$ cat src/rtl/camera_sensor_emulator.sv
// MT9V034-style parallel pixel port generator: FRAME_VALID / LINE_VALID envelope
// with configurable active area and blanking, and selectable 10-bit test patterns.
module camera_sensor_emulator #(
  parameter int unsigned H        = 752,
  parameter int unsigned V        = 480,
  parameter int unsigned H_BLANK  = 94,
  parameter int unsigned FV_LEAD  = 4,
  parameter int unsigned FV_TRAIL = 4,
  parameter int unsigned V_BLANK  = 1000
) (
  input  logic       clk,
  input  logic       rst_n,
  input  logic       en,
  input  logic [1:0] pattern,
  output logic       frame_valid,
  output logic       line_valid,
  output logic [9:0] data_out,
  output logic       frame_done,
  output logic [9:0] frame_count
);

  localparam int unsigned DW      = 10;
  localparam int unsigned MAX_HV  = (H > V) ? H : V;
  localparam int unsigned MAX_B0  = (H_BLANK > FV_LEAD) ? H_BLANK : FV_LEAD;
  localparam int unsigned MAX_B1  = (FV_TRAIL > V_BLANK) ? FV_TRAIL : V_BLANK;
  localparam int unsigned MAX_B   = (MAX_B0 > MAX_B1) ? MAX_B0 : MAX_B1;
  localparam int unsigned MAX_ALL = (MAX_HV > MAX_B) ? MAX_HV : MAX_B;
  localparam int unsigned PW      = (MAX_ALL > 1) ? $clog2(MAX_ALL) : 1;
  localparam int unsigned CW      = (H > 1) ? $clog2(H) : 1;
  localparam int unsigned LW      = (V > 1) ? $clog2(V) : 1;

  typedef enum logic [2:0] {
    S_IDLE     = 3'd0,
    S_FV_LEAD  = 3'd1,
    S_ACTIVE   = 3'd2,
    S_H_BLANK  = 3'd3,
    S_FV_TRAIL = 3'd4,
    S_V_BLANK  = 3'd5
  } state_t;

  state_t          state_q, state_d;
  logic [PW-1:0]   phase_q, phase_d;
  logic [CW-1:0]   col_q, col_d;
  logic [LW-1:0]   line_q, line_d;
  logic [1:0]      pat_q, pat_d;

  logic            fv_d, lv_d, done_d;
  logic [DW-1:0]   data_d;
  logic [DW-1:0]   pixel_d;
  logic [DW-1:0]   col_ext, line_ext;

  // State and counter register
  always_ff @(posedge clk or negedge rst_n) begin
    if (!rst_n) begin
      state_q <= S_IDLE;
      phase_q <= '0;
      col_q   <= '0;
      line_q  <= '0;
      pat_q   <= '0;
    end else begin
      state_q <= state_d;
      phase_q <= phase_d;
      col_q   <= col_d;
      line_q  <= line_d;
      pat_q   <= pat_d;
    end
  end

  // Next-state and counter update; phase is shared by all blanking intervals
  always_comb begin
    state_d = state_q;
    phase_d = phase_q;
    col_d   = col_q;
    line_d  = line_q;
    pat_d   = pat_q;
    unique case (state_q)
      S_IDLE: begin
        if (en) begin
          state_d = S_FV_LEAD;
          phase_d = '0;
          col_d   = '0;
          line_d  = '0;
          pat_d   = pattern;
        end
      end
      S_FV_LEAD: begin
        if (phase_q == PW'(FV_LEAD - 1)) begin
          state_d = S_ACTIVE;
          phase_d = '0;
          col_d   = '0;
        end else begin
          phase_d = phase_q + PW'(1);
        end
      end
      S_ACTIVE: begin
        if (col_q == CW'(H - 1)) begin
          phase_d = '0;
          state_d = (line_q == LW'(V - 1)) ? S_FV_TRAIL : S_H_BLANK;
        end else begin
          col_d = col_q + CW'(1);
        end
      end
      S_H_BLANK: begin
        if (phase_q == PW'(H_BLANK - 1)) begin
          state_d = S_ACTIVE;
          phase_d = '0;
          col_d   = '0;
          line_d  = line_q + LW'(1);
        end else begin
          phase_d = phase_q + PW'(1);
        end
      end
      S_FV_TRAIL: begin
        if (phase_q == PW'(FV_TRAIL - 1)) begin
          state_d = S_V_BLANK;
          phase_d = '0;
        end else begin
          phase_d = phase_q + PW'(1);
        end
      end
      S_V_BLANK: begin
        if (phase_q == PW'(V_BLANK - 1)) begin
          phase_d = '0;
          if (en) begin
            state_d = S_FV_LEAD;
            col_d   = '0;
            line_d  = '0;
            pat_d   = pattern;
          end else begin
            state_d = S_IDLE;
          end
        end else begin
          phase_d = phase_q + PW'(1);
        end
      end
      default: state_d = S_IDLE;
    endcase
  end

  assign col_ext  = DW'(col_d);
  assign line_ext = DW'(line_d);

  // Test pattern for the pixel being entered; frame_count is stable for the whole frame
  always_comb begin
    pixel_d = '0;
    unique case (pat_d)
      2'd0: pixel_d = col_ext;
      2'd1: pixel_d = line_ext;
      2'd2: pixel_d = (col_ext[3] ^ line_ext[3]) ? 10'h3FF : 10'h000;
      2'd3: pixel_d = col_ext + line_ext + frame_count;
      default: pixel_d = '0;
    endcase
  end

  // Output decode from the state being entered
  always_comb begin
    fv_d   = 1'b0;
    lv_d   = 1'b0;
    data_d = '0;
    unique case (state_d)
      S_FV_LEAD, S_H_BLANK, S_FV_TRAIL: fv_d = 1'b1;
      S_ACTIVE: begin
        fv_d   = 1'b1;
        lv_d   = 1'b1;
        data_d = pixel_d;
      end
      default: fv_d = 1'b0;
    endcase
    done_d = (state_q == S_FV_TRAIL) && (state_d == S_V_BLANK);
  end

  // Registered outputs
  always_ff @(posedge clk or negedge rst_n) begin
    if (!rst_n) begin
      frame_valid <= 1'b0;
      line_valid  <= 1'b0;
      data_out    <= '0;
      frame_done  <= 1'b0;
      frame_count <= '0;
    end else begin
      frame_valid <= fv_d;
      line_valid  <= lv_d;
      data_out    <= data_d;
      frame_done  <= done_d;
      if (done_d) frame_count <= frame_count + 10'd1;
    end
  end

endmodule

$ cat config.mk
export PLATFORM = sky130hd
export DESIGN_NAME = camera_sensor_emulator
export DESIGN_NICKNAME = d
export VERILOG_FILES = /design/src/rtl/camera_sensor_emulator.sv
export SDC_FILE = /design/constraint.sdc
export NUM_CORES = 1
export LEC_CHECK = 0
export ABC_AREA = 1
export CAP_MARGIN = 20
export CORE_UTILIZATION = 60
export CTS_CLUSTER_DIAMETER = 100
export DETAILED_ROUTE_END_ITERATION = 8
export PLACE_DENSITY_LB_ADDON = 0.1
export SKIP_LAST_GASP = 1
export SYNTH_ARGS = -nofsm -noshare
export SYNTH_HDL_FRONTEND = slang
export SYNTH_SLANG_ARGS = --single-unit
$ cat constraint.sdc
create_clock -name clk -period 4.4 [get_ports clk]
set_clock_uncertainty 0.1 [all_clocks]
set_input_delay 0.66 -clock clk [delete_from_list [all_inputs] [get_ports clk]]
set_output_delay 0.66 -clock clk [all_outputs]
set_load 0.05 [all_outputs]
After elaboration in Yosys (flattened, before gate mapping)
Index checks and enable logic that the tools add are counted.
{"block": "classes", "n_addsub": 6, "n_mul": 0, "n_div": 0, "magnitude_cmp": 0, "eq_ne": 20, "shifts": 0, "muxes": 33, "bitwise_logic": 1, "reduce_logical": 7}
{"cell": "2-to-1 mux 10 bit", "count": 12}
{"cell": "one-hot mux 10 bit (5 select lines)", "count": 2}
{"cell": "one-hot mux 10 bit (4 select lines)", "count": 1}
{"cell": "adder 10 x 1 -> 10 bit (second input constant)", "count": 3}
{"cell": "2-to-1 mux 9 bit", "count": 3}
{"cell": "one-hot mux 9 bit (3 select lines)", "count": 1}
{"cell": "2-to-1 mux 3 bit", "count": 7}
{"cell": "equality test 10 bit (second input constant)", "count": 2}
{"cell": "one-hot mux 3 bit (6 select lines)", "count": 1}
{"cell": "equality test 3 x 2 -> 1 bit (second input constant)", "count": 4}
{"cell": "equality test 3 bit (second input constant)", "count": 4}
{"cell": "adder 10 bit", "count": 1}
{"cell": "adder 10 x 9 -> 10 bit", "count": 1}
{"cell": "equality test 10 x 2 -> 1 bit (second input constant)", "count": 1}
{"cell": "equality test 10 x 7 -> 1 bit (second input constant)", "count": 1}
{"cell": "adder 9 x 1 -> 9 bit (second input constant)", "count": 1}
{"cell": "equality test 9 bit (second input constant)", "count": 1}
{"cell": "equality test 3 x 1 -> 1 bit (second input constant)", "count": 2}
{"cell": "nonzero test 5 bit", "count": 1}
{"cell": "equality test 2 bit (second input constant)", "count": 2}
{"cell": "2-to-1 mux 2 bit", "count": 2}
{"cell": "!= test 2 bit (second input constant)", "count": 2}
{"cell": "one-hot mux 2 bit (2 select lines)", "count": 1}
{"cell": "OR reduction 4 bit", "count": 1}
{"cell": "8 further kinds", "count": 10}
{"block": "word_totals", "register_bits": 57, "latch_bits": 0, "mem_bits_rw": 0, "rom_bits": 0, "in_bits": 5, "output_inout_bits": 23, "elab_cells": 77, "mem_count": 0}

Depth between registers and ports, before layout
{"block": "depth", "word_depth": 7, "depth_mapped": 26, "ltp_nobuf": 26}

Least setup slack after synthesis
Ideal clock, no wire load.
{"block": "synth_timing", "kind": "register -> register", "start": "register phase_q[0]", "end": "register data_out[7]", "setup_time_ps": 113, "arrival_time_ps": 3321, "required_ps": 4187, "setup_slack_ps": 867, "stages_incl_launch_ff": 25, "path_buffers": 0, "synth_period_minus_slack_ps": 3533, "cell_sequence": "dfrtp_1 -> ha_1 -> nand2_2 -> nor2_2 -> nand3_1 -> nand2_2 -> nand3_2 -> nor2_1 -> nand2_1 -> nand2_1 -> nand2_1 -> fa_1 -> ha_1 -> fa_1 -> nand3_1 -> nand2_1 -> nand2_1 -> nand2_1 -> a21o_1 -> xor2_1 -> nor2_1 -> a21oi_1 -> nand2_1 -> nand2_1 -> inv_1"}
{"block": "synth_between", "elab_chain_cells": 7, "elab_cells_between_ends": 28, "classes_between": "2 x add/sub; 7 x eq/ne; 17 x mux; 1 x bitwise; 1 x reduce/logical"}
{"item": "start, declared", "line_no": "42", "rtl": "logic [PW-1:0] phase_q, phase_d;"}
{"item": "start signal, assigned", "line_no": "62", "rtl": "phase_q <= phase_d;"}
{"item": "equality test 10 bit, or another cell as far along", "line_no": "122", "rtl": "if (phase_q == PW'(V_BLANK - 1)) begin"}
{"item": "2-to-1 mux 10 bit, on equally long branches", "line_no": "122, 104, 87"}
{"item": "one-hot mux 10 bit (5 select lines) *", "line_no": "76", "rtl": "unique case (state_q)"}
{"item": "net col_d[1]", "line_no": "43", "rtl": "logic [CW-1:0] col_q, col_d;"}
{"item": "adder 10 x 9 -> 10 bit *", "line_no": "150", "rtl": "2'd3: pixel_d = col_ext + line_ext + frame_count;"}
{"item": "adder 10 bit *", "line_no": "150"}
{"item": "one-hot mux 10 bit (4 select lines) *", "line_no": "146", "rtl": "unique case (pat_d)"}
{"item": "2-to-1 mux 10 bit *", "line_no": "160", "rtl": "unique case (state_d)"}
{"item": "net data_d[7]", "line_no": "48", "rtl": "logic [DW-1:0] data_d;"}
{"item": "end signal, assigned", "line_no": "183", "rtl": "data_out <= data_d;"}
{"item": "end, declared", "line_no": "17", "rtl": "output logic [9:0] data_out,"}
The timed path passes the listed nets; every way through them passes the cells marked *.
A chain may end at the register's enable or synchronous reset.

Worst setup path in the final report
Ends and elaborated chain as after synthesis.

==> impl_metrics.ini <==
[yosys]
synth_most_common_cell = nand2_1
synth-adder-area-share_pct = 8.72
seq_area_frac_synth_pct = 34.3
synth_compound_area_share_pct = 11.9
synth_top_family_by_area = simple AND/OR/NAND/NOR gates
synth_xor_xnor_area_share_pct = 4.21
ys_async_sr_fraction_pct = 100
synthFlopType = dfrtp_1
synth_top_cell_by_area = dfrtp_1
yosysWarnings = 0
yosys-mux-area-fraction_pct = 0.241
syn_area_um2 = 4160
synth_top_area_share_pct = 34.3
ys_ff_latch = 57
synth_area_leaders = dfrtp_1, nand2_1, inv_1, fa_1, nand3_1
synth_edf_count = 0
yosys-top-cells-count = nand2_1, inv_1, dfrtp_1
syn_nets = 578
netlist_instances = 550
synth.avg_cell_area_um2 = 7.57
synthSimpleGateAreaFrac_pct = 30.3
synth.distinct_cells = 46

[pwr]
p_leak_uw = 0.00245
powerDensity_nw_per_um2 = 228
total_power_uw = 1080
peakVddDrop_uv = 167

[die]
num_io_pins = 28
die_w_um = 85.3
die_area_um2 = 7270
fp.dieH_um = 85.3
core_um2 = 6530
rows = 29
start_util_pct = 63.7

[clocking]
clock_latency_ns = 0.36
post_cts_buffers = 0
clock-sinks = 57
cts_buffers = 9
cts.clk_slew.worst_paths_ns = 0.07
root_buffer = clkbuf_8
post_cts_resize_count = 0
cts_tree = built
clockBufferDepth = 2
htreeDepth = 3
hold_buffers = 0

[flow_run]
cap_violations = 0

[worst_setup_path]
ff2ff_path_depth = 24
required_ns = 4.55
r2r-end = data_out[7]
path_class = reg -> reg
crit_arrival_ns = 4.20
cp-end-kind = flop
worstPathMaxFanout = 6
worst-r2r-setup-slack_ns = 0.35
critPathLaunchType = flop
worstReg2RegStart = phase_q[0]

[routing]
initialDrtViolationCount = 267
wl_per_cell_um = 15.2
drt_wl_total_um = 10200
ant_nets = 0
drt_pass1_iterations = 6
drc = 0
vias_per_cell = 5.66
dr_total_vias = 3799

[timing]
slew_violations = 0
post-route-min-period_ns = 4.05
period_share_pct = 92.0
worst_slew_pin_slew_ns = 0.720
finalHoldViolCount = 0
rsz0062_at_grt = no
tns_ns = 0
relSlewSlack_pct = 52.0
fmax_mhz = 247
setup_viol = 0

[grt]
antenna_found_initial = 0
grt_pass1_wl_um = 17400
grt_max_degree = 58
grt_overflow = 0
grt_pass1_vias = 3682
grt.total_usage_pct = 31.1

[hold_path]
min_path_type = in -> async

[cells_and_area]
syn_to_final_growth_pct = 14.1
antennaDiodeCount = 0
multiInputGateArea_um2 = 2300
drive_above_1_share_pct = 13.3
nFillCells = 524
fin_nets = 618
seq_area_um2 = 1430

[placement]
gp_congestion = 0.920
portBuffers = 27
dp_hpwl_um = 7770

[status]
status = finished, final reports clean
per-layer routing:
metal	GRT usage, %	part of all wire [%]
met1	41.9	45
met2	49.7	45
met3	5.74	6.7
met4	13.2	2.8
met5	0	0
registers in the layout, indices dropped and copies added, names as in the netlist:
register and count:
frame_valid 1, frame_done 1, col_q 10, data_out 10
phase_q 10, state_q 3, pat_q 2, line_valid 1
frame_count 10, line_q 9
worst max-delay path by stage:
stage,to,slack (ns),start,cells after the start
finish,data_out[7],0.35,phase_q[0],24
global route,data_out[7],0.02,phase_q[0],22
CTS,data_out[7],0.39,phase_q[0],24
detailed placement,data_out[7],0.12,en,22
global placement,data_out[7],0.22,en,22
floorplan,data_out[7],0.87,phase_q[0],24
cells in the final DEF (no fill, tap or decap), types with 5 or more instances in the layout:
master,count
xor2_1,16
nand3_2,5
ha_1,13
nor3_1,12
inv_1,91
inv_2,18
nand2_1,118
nand4_1,8
nand2_4,6
fa_1,10
nor2_1,36
nor2_4,6
dfrtp_1,57
nand3_1,36
clkdlybuf4s50_1,26
clkbuf_8,10
a21oi_1,26
o21ai_0,26
o21ai_1,7
nand2_2,12
logic make-up after synthesis:
logic type      after synthesis
fa+ha+maj                    23
xor+xnor                     20
compound gates               83
flops                        57
mux                           1
buf+inv                     113
simple gates                253
cell type report:
type                       count  share of cell area [%]
timing repair buffer          29                    5.90
multi-input combinational    380                    48.5
inverter                     113                    9.06
clock inverter                 3                    1.37
tap                           77                    2.03
sequential                    57                    30.0
clock buffer                  12                    3.06
worst max-delay path, stage by stage (launching register included):
cell and delay [ns]:
dfrtp_1 0.45, ha_1 0.27, nand2_1 0.08, nor2_1 0.12, nand3_2 0.15, nand2_1 0.21
nand3_2 0.14, nor2_1 0.11, nand2_1 0.09, nand2_1 0.07, nand2_1 0.08, fa_1 0.45
ha_1 0.25, fa_1 0.41, nand3_1 0.12, nand2_1 0.10, nand2_1 0.09, nand2_1 0.06
a21o_1 0.17, xor2_1 0.12, nor2_1 0.05, a21oi_1 0.12, nand2_1 0.06, nand2_1 0.05
inv_1 0.03
power by group:
part           leakage [µW]  switching, µW  internal, µW  total (µW)
clock              0.000106            214           331         545
combinational       0.00165           11.6          3.62        15.2
sequential         0.000693              0           524         524
through the flow:
| step | utilization, % | instances | cell area (µm²) | setup slack, ns | hold WS [ns] |
|---|---|---|---|---|---|
| 2_1_floorplan | - | 550 | 4160 | 0.867 | 0.264 |
| 3_3_place_gp | 69.5 | 656 | 4540 | 0.218 | 0.399 |
| 3_5_place_dp | 69.5 | 656 | 4540 | 0.115 | 0.417 |
| 4_1_cts | 72.7 | 671 | 4750 | 0.392 | 0.373 |
| 5_1_grt | 72.7 | 671 | 4750 | 0.0191 | 0.434 |
| 6_report | 72.7 | 671 | 4750 | 0.351 | 0.310 |
(Power assumes the default switching activity.)
